$ cat config.mk
export PLATFORM = sky130hd
export DESIGN_NAME = vga_stream_out
export DESIGN_NICKNAME = d
export VERILOG_FILES = /design/src/rtl/vga_stream_out.sv
export SDC_FILE = /design/constraint.sdc
export NUM_CORES = 1
export LEC_CHECK = 0
export BUFFER_PORTS_ARGS = -buffer_cell sky130_fd_sc_hd__buf_2
export CORE_MARGIN = 2
export CORE_UTILIZATION = 50
export CTS_CLUSTER_DIAMETER = 40
export CTS_CLUSTER_SIZE = 40
export DETAILED_ROUTE_END_ITERATION = 16
export PLACE_DENSITY_LB_ADDON = 0.3
export REMOVE_ABC_BUFFERS = 1
export SYNTH_ARGS = -nofsm -noshare
export SYNTH_HDL_FRONTEND = slang
export SYNTH_SLANG_ARGS = --single-unit
export TNS_END_PERCENT = 30
$ cat constraint.sdc
create_clock -name clk -period 4.95 [get_ports clk]
set_input_delay 0.2475 -clock clk [delete_from_list [all_inputs] [get_ports clk]]
set_output_delay 0.2475 -clock clk [all_outputs]
set_load 0.01 [all_outputs]
$ cat src/rtl/vga_stream_out.sv
// vga_stream_out: pixel FIFO, frame-lock FSM and programmable VGA timing.
// Define VGA_STREAM_TEST_PATTERN_EN to fill unlocked pixels with colour bars.
module vga_stream_out #(
  parameter int H_ACTIVE   = 640,
  parameter int H_FP       = 16,
  parameter int H_SYNC     = 96,
  parameter int H_BP       = 48,
  parameter int V_ACTIVE   = 480,
  parameter int V_FP       = 10,
  parameter int V_SYNC     = 2,
  parameter int V_BP       = 33,
  parameter int COLOR_W    = 8,
  parameter int FIFO_DEPTH = 16,
  parameter int SYNC_POL   = 0
) (
  input  logic                 clk,
  input  logic                 reset_n,
  input  logic [3*COLOR_W-1:0] in_data,
  input  logic                 in_sop,
  input  logic                 in_valid,
  output logic                 in_ready,
  output logic [COLOR_W-1:0]   vga_r,
  output logic [COLOR_W-1:0]   vga_g,
  output logic [COLOR_W-1:0]   vga_b,
  output logic                 vga_hs,
  output logic                 vga_vs,
  output logic                 vga_blank_n,
  output logic                 vga_sync_n,
  output logic                 frame_locked,
  output logic [15:0]          underflow_cnt
);
  localparam int H_TOTAL = H_ACTIVE + H_FP + H_SYNC + H_BP;
  localparam int V_TOTAL = V_ACTIVE + V_FP + V_SYNC + V_BP;
  localparam int HW = $clog2(H_TOTAL);
  localparam int VW = $clog2(V_TOTAL);
  localparam int AW = $clog2(FIFO_DEPTH);
  localparam int PW = 3 * COLOR_W;
  localparam logic POL = (SYNC_POL != 0);

  typedef enum logic [1:0] {SEEK, WAIT, LOCKED} state_t;

  state_t        state_q, state_d;
  logic [HW-1:0] h_cnt_q, h_cnt_d;
  logic [VW-1:0] v_cnt_q, v_cnt_d;
  logic [31:0]   h_x, v_x;
  logic          active, at_org, h_sync, v_sync;

  logic [PW:0]   mem_q [FIFO_DEPTH];
  logic [AW:0]   wr_q, rd_q;
  logic          rdy_q, empty, full, push, pop;
  logic          head_sop;
  logic [PW-1:0] head_px;

  logic          show, uf_inc;
  logic [PW-1:0] fill, px_d, px_q;
  logic          hs_q, vs_q, blank_q;
  logic [15:0]   uf_q;

  assign h_x    = 32'(h_cnt_q);
  assign v_x    = 32'(v_cnt_q);
  assign active = (h_x < H_ACTIVE) && (v_x < V_ACTIVE);
  assign at_org = (h_x == 0) && (v_x == 0);
  assign h_sync = (h_x >= H_ACTIVE + H_FP) &&
                  (h_x < H_ACTIVE + H_FP + H_SYNC);
  assign v_sync = (v_x >= V_ACTIVE + V_FP) &&
                  (v_x < V_ACTIVE + V_FP + V_SYNC);

  always_comb begin
    h_cnt_d = h_cnt_q + HW'(1);
    v_cnt_d = v_cnt_q;
    if (h_x == H_TOTAL - 1) begin
      h_cnt_d = '0;
      v_cnt_d = (v_x == V_TOTAL - 1) ? '0 : v_cnt_q + VW'(1);
    end
  end

  assign {head_sop, head_px} = mem_q[rd_q[AW-1:0]];
  assign empty    = (wr_q == rd_q);
  assign full     = ((wr_q ^ rd_q) == {1'b1, {AW{1'b0}}});
  assign in_ready = rdy_q & ~full;
  assign push     = in_valid & in_ready;

  always_ff @(posedge clk or negedge reset_n) begin
    if (!reset_n) begin
      for (int i = 0; i < FIFO_DEPTH; i++) mem_q[i] <= '0;
    end else if (push) begin
      mem_q[wr_q[AW-1:0]] <= {in_sop, in_data};
    end
  end

  always_comb begin
    state_d = state_q;
    pop     = 1'b0;
    show    = 1'b0;
    uf_inc  = 1'b0;
    unique case (state_q)
      SEEK: begin
        if (!empty) begin
          if (head_sop) state_d = WAIT;
          else          pop     = 1'b1;
        end
      end
      WAIT: begin
        if (at_org && !empty) begin
          pop     = 1'b1;
          show    = 1'b1;
          state_d = LOCKED;
        end
      end
      LOCKED: begin
        if (active) begin
          if (empty) begin
            uf_inc  = 1'b1;
            state_d = SEEK;
          end else if (head_sop && !at_org) begin
            state_d = WAIT;
          end else if (!head_sop && at_org) begin
            state_d = SEEK;
          end else begin
            pop  = 1'b1;
            show = 1'b1;
          end
        end
      end
      default: state_d = SEEK;
    endcase
  end

`ifdef VGA_STREAM_TEST_PATTERN_EN
  logic [2:0] bar, bits;
  assign bar = 3'(h_x * 8 / H_ACTIVE);
  // bits are {R,G,B} on/off for each bar, left to right
  always_comb begin
    bits = 3'b000;
    unique case (bar)
      3'd0: bits = 3'b111;
      3'd1: bits = 3'b110;
      3'd2: bits = 3'b011;
      3'd3: bits = 3'b010;
      3'd4: bits = 3'b101;
      3'd5: bits = 3'b100;
      3'd6: bits = 3'b001;
      3'd7: bits = 3'b000;
    endcase
  end
  assign fill = {{COLOR_W{bits[2]}}, {COLOR_W{bits[1]}},
                 {COLOR_W{bits[0]}}};
`else
  assign fill = '0;
`endif

  assign px_d = !active ? '0 : (show ? head_px : fill);

  always_ff @(posedge clk or negedge reset_n) begin
    if (!reset_n) begin
      state_q <= SEEK;
      h_cnt_q <= '0;
      v_cnt_q <= '0;
      wr_q    <= '0;
      rd_q    <= '0;
      rdy_q   <= 1'b0;
      px_q    <= '0;
      hs_q    <= ~POL;
      vs_q    <= ~POL;
      blank_q <= 1'b0;
      uf_q    <= '0;
    end else begin
      state_q <= state_d;
      h_cnt_q <= h_cnt_d;
      v_cnt_q <= v_cnt_d;
      rdy_q   <= 1'b1;
      px_q    <= px_d;
      hs_q    <= h_sync ? POL : ~POL;
      vs_q    <= v_sync ? POL : ~POL;
      blank_q <= active;
      if (push) wr_q <= wr_q + (AW+1)'(1);
      if (pop)  rd_q <= rd_q + (AW+1)'(1);
      if (uf_inc && uf_q != 16'hFFFF) uf_q <= uf_q + 16'd1;
    end
  end

  assign {vga_r, vga_g, vga_b} = px_q;
  assign vga_hs        = hs_q;
  assign vga_vs        = vs_q;
  assign vga_blank_n   = blank_q;
  assign vga_sync_n    = 1'b0;
  assign frame_locked  = (state_q == LOCKED);
  assign underflow_cnt = uf_q;
endmodule
### Word-level counts from Yosys, hierarchy flattened

Index checks and enable logic that the tools add are counted.

* register bits after elaboration: 476
* bits in latches: 0
* memory bits (writable): 0
* ROM bits: 0
* input port bits: 28
* output and inout port bits: 46
* logic and storage cells: 107
* memories kept: 0

* $add $sub $neg: 5
* multipliers: 0
* divide/modulo/power cells: 0
* $lt $le $gt $ge: 9
* equal/unequal tests: 12
* shifts and indexed selects: 0
* multiplexer cells: 32
* bitwise gates (word level): 6
* reduce and logical (&&, ||, !) cells: 16

Operators by type and width (count)
* $bwmux 400: 1
* $bmux 25 s4: 1
* $demux 25 s4: 1
* $mux 25: 3
* $logic_not 32->1: 2
* $mux 24: 2
* $add 10x1->10 const B: 2
* $eq 10x10->1 const B: 2
* $lt 10x10->1 const B: 2
* $lt 10x9->1 const B: 2
* $mux 10: 2
* $add 16x1->16 const B: 1
* $ne 16x16->1 const B: 1
* $mux 2: 7
* $mux 1: 12
* $add 5x1->5 const B: 2
* $ge 10x10->1 const B: 1
* $ge 10x9->1 const B: 1
* $ge 5x5->1 const B: 2
* $not 4->5: 2
* $logic_and 1x1->1: 9
* $ne 2x2->1 const B: 3
* $pmux 2 s3: 1
* $eq 5x5->1: 1
* other kinds (14): 17

### Longest topological paths before layout

* word-level depth: 13
* mapped depth: 11
* depth with buffers taken out: 10

### Least setup slack after synthesis

OpenSTA, ideal clock, no wires.

* path type: flip-flop to flip-flop
* start point: register rd_q[0]
* end point: register state_q[0]
* setup time: 0.125 ns
* arrival: 2.629 ns
* data required time: 4.825 ns
* slack: 2.196 ns
* cell stages (with the launch flop): 9
* buffers on the path: 1
* path through: dfrtp_1 > buf_4 > mux4_2 > mux2_2 > a22o_1 > ha_1 > a21bo_2 > a221oi_2 > mux2_2

* cells in the longest elaborated chain, start to end: 9
* elaborated cells on any way between the ends: 19
* classes of those cells: eq/ne: 5; mux: 7; bitwise: 1; reduce/logical: 6

RTL lines
* start, declared: RTL line 49 `logic [AW:0] wr_q, rd_q;`
* start signal, assigned: RTL line 177 `if (pop) rd_q <= rd_q + (AW+1)'(1);`
* $not 4->5 (implied by the code): RTL line 77 `assign {head_sop, head_px} = mem_q[rd_q[AW-1:0]];`
* $bmux 25 s4: RTL line 77
* $mux 25 (implied by the code) (2 in a row): RTL line 77
* $logic_and 1x1->1: RTL line 115 `end else if (head_sop && !at_org) begin`
* $mux 2: RTL line 115
* $mux 2: RTL line 112 `if (empty) begin`
* $mux 2: RTL line 111 `if (active) begin`
* $pmux 2 s3: RTL line 96 `unique case (state_q)`
* end signal, assigned: RTL line 168 `state_q <= state_d;`
* end, declared: RTL line 42 `state_t state_q, state_d;`

Parallel ways exist; a longest one is shown, timed or not. The select of a mux whose other input is x is not followed.
A chain may end at the register's enable or synchronous reset.

### Final worst setup path

* start point: register rd_q[0]
* end point: register rd_q[1]

* cells in the longest elaborated chain, start to end: 11
* elaborated cells on any way between the ends: 19
* classes of those cells: add/sub: 1; eq/ne: 1; mux: 11; bitwise: 1; reduce/logical: 5

RTL lines
* $not 4->5 (implied by the code): RTL line 77
* $bmux 25 s4: RTL line 77
* $mux 25 (implied by the code) (2 in a row): RTL line 77
* $logic_not 1->1: RTL line 117 `end else if (!head_sop && at_org) begin`
* $logic_and 1x1->1: RTL line 117
* $mux 1: RTL line 117
* $mux 1: RTL line 115
* $mux 1: RTL line 112
* $mux 1: RTL line 111
* $pmux 1 s3: RTL line 96

Parallel ways exist; a longest one is shown, timed or not. The select of a mux whose other input is x is not followed.

==> flow_summary.ini <==
[clock_tree]
cts_sinks = 476
htree_levels = 3
post_cts_buffers = 0
clock_latency_ns = 0.59
cts_resized = 0
clk_pin_slew_ns = 0.06
cts_inserted_buffers = 66
cts_root_buf = clkbuf_16
cts_tree = yes
clockBufferDepth = 3

[global_routing]
antenna_found_initial = 1
grt_max_degree = 136
grt_pass1_vias = 12700
grt_pass1_wl_mm = 74.2
track_usage_pct = 21.7
overflow = 0

[setup_path]
crit-reg2reg-capture = rd_q[1]$_DFFE_PN0P_
rrSetupSlack_ns = 1.53
cp_top_family = compound AO/OA/AOI/OAI gates
end_kind = flip-flop
cpPeakStageDelay_ns = 0.79
start_kind = flip-flop
reg2reg_depth = 9
crit_buf_inv = 1
worstPathArrival_ns = 3.89
required_ns = 5.42
crit_path_top_delay_cell = buf_4
critPathKind = reg -> reg
path_cells = buf_4, mux2i_1, a31oi_1, a22o_1, ha_1, nand2_1, nor4_1, o31ai_2, mux2_2
critPathMaxFanout = 48
r2r_start = rd_q[0]$_DFFE_PN0P_

[power]
vdd_drop_max_mv = 0.350
p_sw_share_pct = 28.1
p_seq_share_pct = 38.8
comb_power_share_pct = 29.6
pwr-share-clk_pct = 31.6
powerDensity_nw_per_um2 = 652
cellLeakagePower_nw = 11.4
p_total_w = 0.0162
p_switching_w = 0.00454
p_int_w = 0.0116

[sta]
tightest_slew_ns = 1.20
max_slew_margin_pct = 19.6
slew_viol_final = 0
fmax_mhz = 292
fin_skew_ns = 0.0256
setup_violations = 0
hold_violations = 0
rsz0062_at_grt = false
final.period_utilization_pct = 69.1
layout_min_cycle_time_ns = 3.42
tns_ns = 0

[synthesis]
yosys.area_share.simple_pct = 4.67
netlist_instances = 1351
ys_seq_area_share_pct = 54.9
avgSynthCellArea_um2 = 16.1
synthMuxAreaShare_pct = 33.8
synth_cell_types = 53
async_reset_ff_share_pct = 100
netlist_area_um2 = 21700
synthFlopType = dfrtp_1
synth_xor_area_share_pct = 1.49
synth_top_family_by_area = multiplexers
yosysWarningCount = 0
synth-compound-area-share_pct = 0.962
synth_fa_ha_area_share_pct = 0.864
yosys_register_bits = 476
synth-edff-count = 0

[floorplanning]
die_area_um2 = 45100
die_x_um = 212
die_h_um = 212
coreArea_um2 = 43000
rows = 76
ios = 74
start_util_pct = 50.5

[final_layout]
seq_area_um2 = 11900
nets = 1457
fillers = 3352
layout_common_cells = dfrtp_1 (471), mux2_2 (390), mux4_2 (123)
diodes = 0
final_common_cell = dfrtp_1
multiInputGateArea_um2 = 9090
fin_area_um2 = 24800
drive_gt1_share_pct = 51.1
area_growth_pct = 14.2

[outcome]
status = completed

[drt]
routed_via_density = 5.79
drt-wirelength-per-cell_um = 22.8
firstDrtPassIters = 5
ant_nets = 0
totalWireLength_mm = 46.7
num_vias = 11900
drc_errors = 0
drt_iter0_drc = 818

[placement]
gp_congestion = 0.745
dpl.hpwl_mm = 26.1
portBuffers = 72
postPlaceCellArea_um2 = 22400

[hold_path]
min_path_cells = 2
min_to = mem_q[122]$_DFFE_PN0P_
holdCritStartpoint = in_data[22]
worst_hold_path_type = in -> reg

[job]
max_cap_viol_count = 0
[worst max-delay path by stage]
| stage | start | end | slack (ns) | cells past startpoint |
|---|---|---|---|---|
| 2_1_floorplan | rd_q[0]$_DFFE_PN0P_ | mem_q[0]$_DFFE_PN0P_ | -1.63 | 6 |
| 3_3_place_gp | rd_q[0]$_DFFE_PN0P_ | rd_q[1]$_DFFE_PN0P_ | 1.48 | 9 |
| 3_5_place_dp | rd_q[0]$_DFFE_PN0P_ | rd_q[1]$_DFFE_PN0P_ | 1.46 | 9 |
| 4_1_cts | rd_q[0]$_DFFE_PN0P_ | rd_q[1]$_DFFE_PN0P_ | 1.43 | 9 |
| 5_1_grt | rd_q[0]$_DFFE_PN0P_ | rd_q[1]$_DFFE_PN0P_ | 1.20 | 9 |
| 6_report | rd_q[0]$_DFFE_PN0P_ | rd_q[1]$_DFFE_PN0P_ | 1.53 | 9 |
[registers in the layout (all words and copies together) (netlist names)]
| name | flops |
|---|---|
| mem_q | 400 |
| px_q | 24 |
| underflow_cnt | 16 |
| h_cnt_q | 10 |
| v_cnt_q | 10 |
| rd_q | 5 |
| wr_q | 5 |
| state_q | 2 |
| rdy_q | 1 |
| vga_blank_n | 1 |
| vga_hs | 1 |
| vga_vs | 1 |
[kinds of logic (layout without fill, tap and decap cells)]
logic type,Yosys count,after routing
AO/OA/AOI/OAI,32,32
flip-flops,476,476
XOR/XNOR,37,37
buffers and inverters,113,225
multiplexers,530,530
adder cells (fa/ha/maj),15,15
AND/OR/NAND/NOR,146,146
other,2,2
[per-layer routing]
layer	track usage, %	up-vias	wire, µm
met2	34.9	228	22400
met1	30.2	6399	21200
met5	0	-	10
met3	4.40	85	1900
met4	6.29	2	1140
li1	-	5138	-
[timing repair]
action	in CTS	in global routing
endpoints found under the hold margin	97	0
endpoints found under the setup margin	0	0
hold buffers	1	0
[power groups by stage]
stage / clock [W] / sequential [W] / combinational, W
after floorplan: 0 / 0.00632 / 0.00367
after detailed placement: 0 / 0.00629 / 0.00482
after global placement: 0 / 0.00620 / 0.00471
final: 0.00510 / 0.00627 / 0.00479
after CTS: 0.00518 / 0.00626 / 0.00485
after global routing: 0.00536 / 0.00645 / 0.00516
[through the flow]
stage / std cells / utilization (%) / hold WS [ns] / setup WS, ns
after floorplan: 1250 / - / -0.0481 / -1.63
after global placement: 1930 / 52.0 / 0.358 / 1.48
after detailed placement: 1930 / 52.0 / 0.364 / 1.46
after CTS: 2048 / 57.7 / 0.0742 / 1.43
after global routing: 2048 / 57.7 / 0.110 / 1.20
final: 2048 / 57.7 / 0.0903 / 1.53
[Yosys cell counts (2+ instances only)]
| library cell | number | area share [%] |
|---|---|---|
| or3_1 | 2 | 0.058 |
| nand2b_1 | 3 | 0.086 |
| buf_1 | 6 | 0.10 |
| buf_4 | 9 | 0.31 |
| nand2_1 | 24 | 0.41 |
| mux2_2 | 390 | 20 |
| nand4_1 | 11 | 0.32 |
| conb_1 | 2 | 0.035 |
| nor4_2 | 2 | 0.12 |
| nand3_4 | 7 | 0.56 |
| inv_1 | 11 | 0.19 |
| nor4b_1 | 2 | 0.081 |
| mux4_2 | 123 | 13 |
| and2_1 | 4 | 0.12 |
| a221oi_2 | 2 | 0.14 |
| and4_1 | 2 | 0.081 |
| clkbuf_1 | 46 | 0.80 |
| dfstp_2 | 2 | 0.24 |
| and3_1 | 9 | 0.26 |
| xnor2_1 | 21 | 0.85 |
| nand3_2 | 5 | 0.23 |
| buf_6 | 32 | 1.7 |
| a21oi_1 | 5 | 0.12 |
| nand3_1 | 15 | 0.35 |
| nor3_1 | 5 | 0.12 |
| nor2b_1 | 11 | 0.32 |
| and2b_1 | 16 | 0.55 |
| mux2i_1 | 3 | 0.14 |
| ha_1 | 15 | 0.86 |
| nor2_1 | 12 | 0.21 |
| nor4_1 | 5 | 0.14 |
| o21a_1 | 2 | 0.069 |
| xor2_1 | 16 | 0.65 |
| mux2_1 | 14 | 0.73 |
| o21ai_0 | 17 | 0.39 |
| nand4_4 | 3 | 0.29 |
| buf_2 | 8 | 0.18 |
| dfrtp_1 | 474 | 55 |
[layout make-up]
| type | instances | area share [%] |
|---|---|---|
| clock buffers | 78 | 7.04 |
| clock inverters | 39 | 2.69 |
| inverters | 12 | 0.182 |
| multi-input cells | 762 | 36.7 |
| flip-flops and latches | 476 | 48.1 |
| well taps | 585 | 2.95 |
| repair buffers | 96 | 2.38 |
No activity file was read; power rests on OpenSTA's default activity.
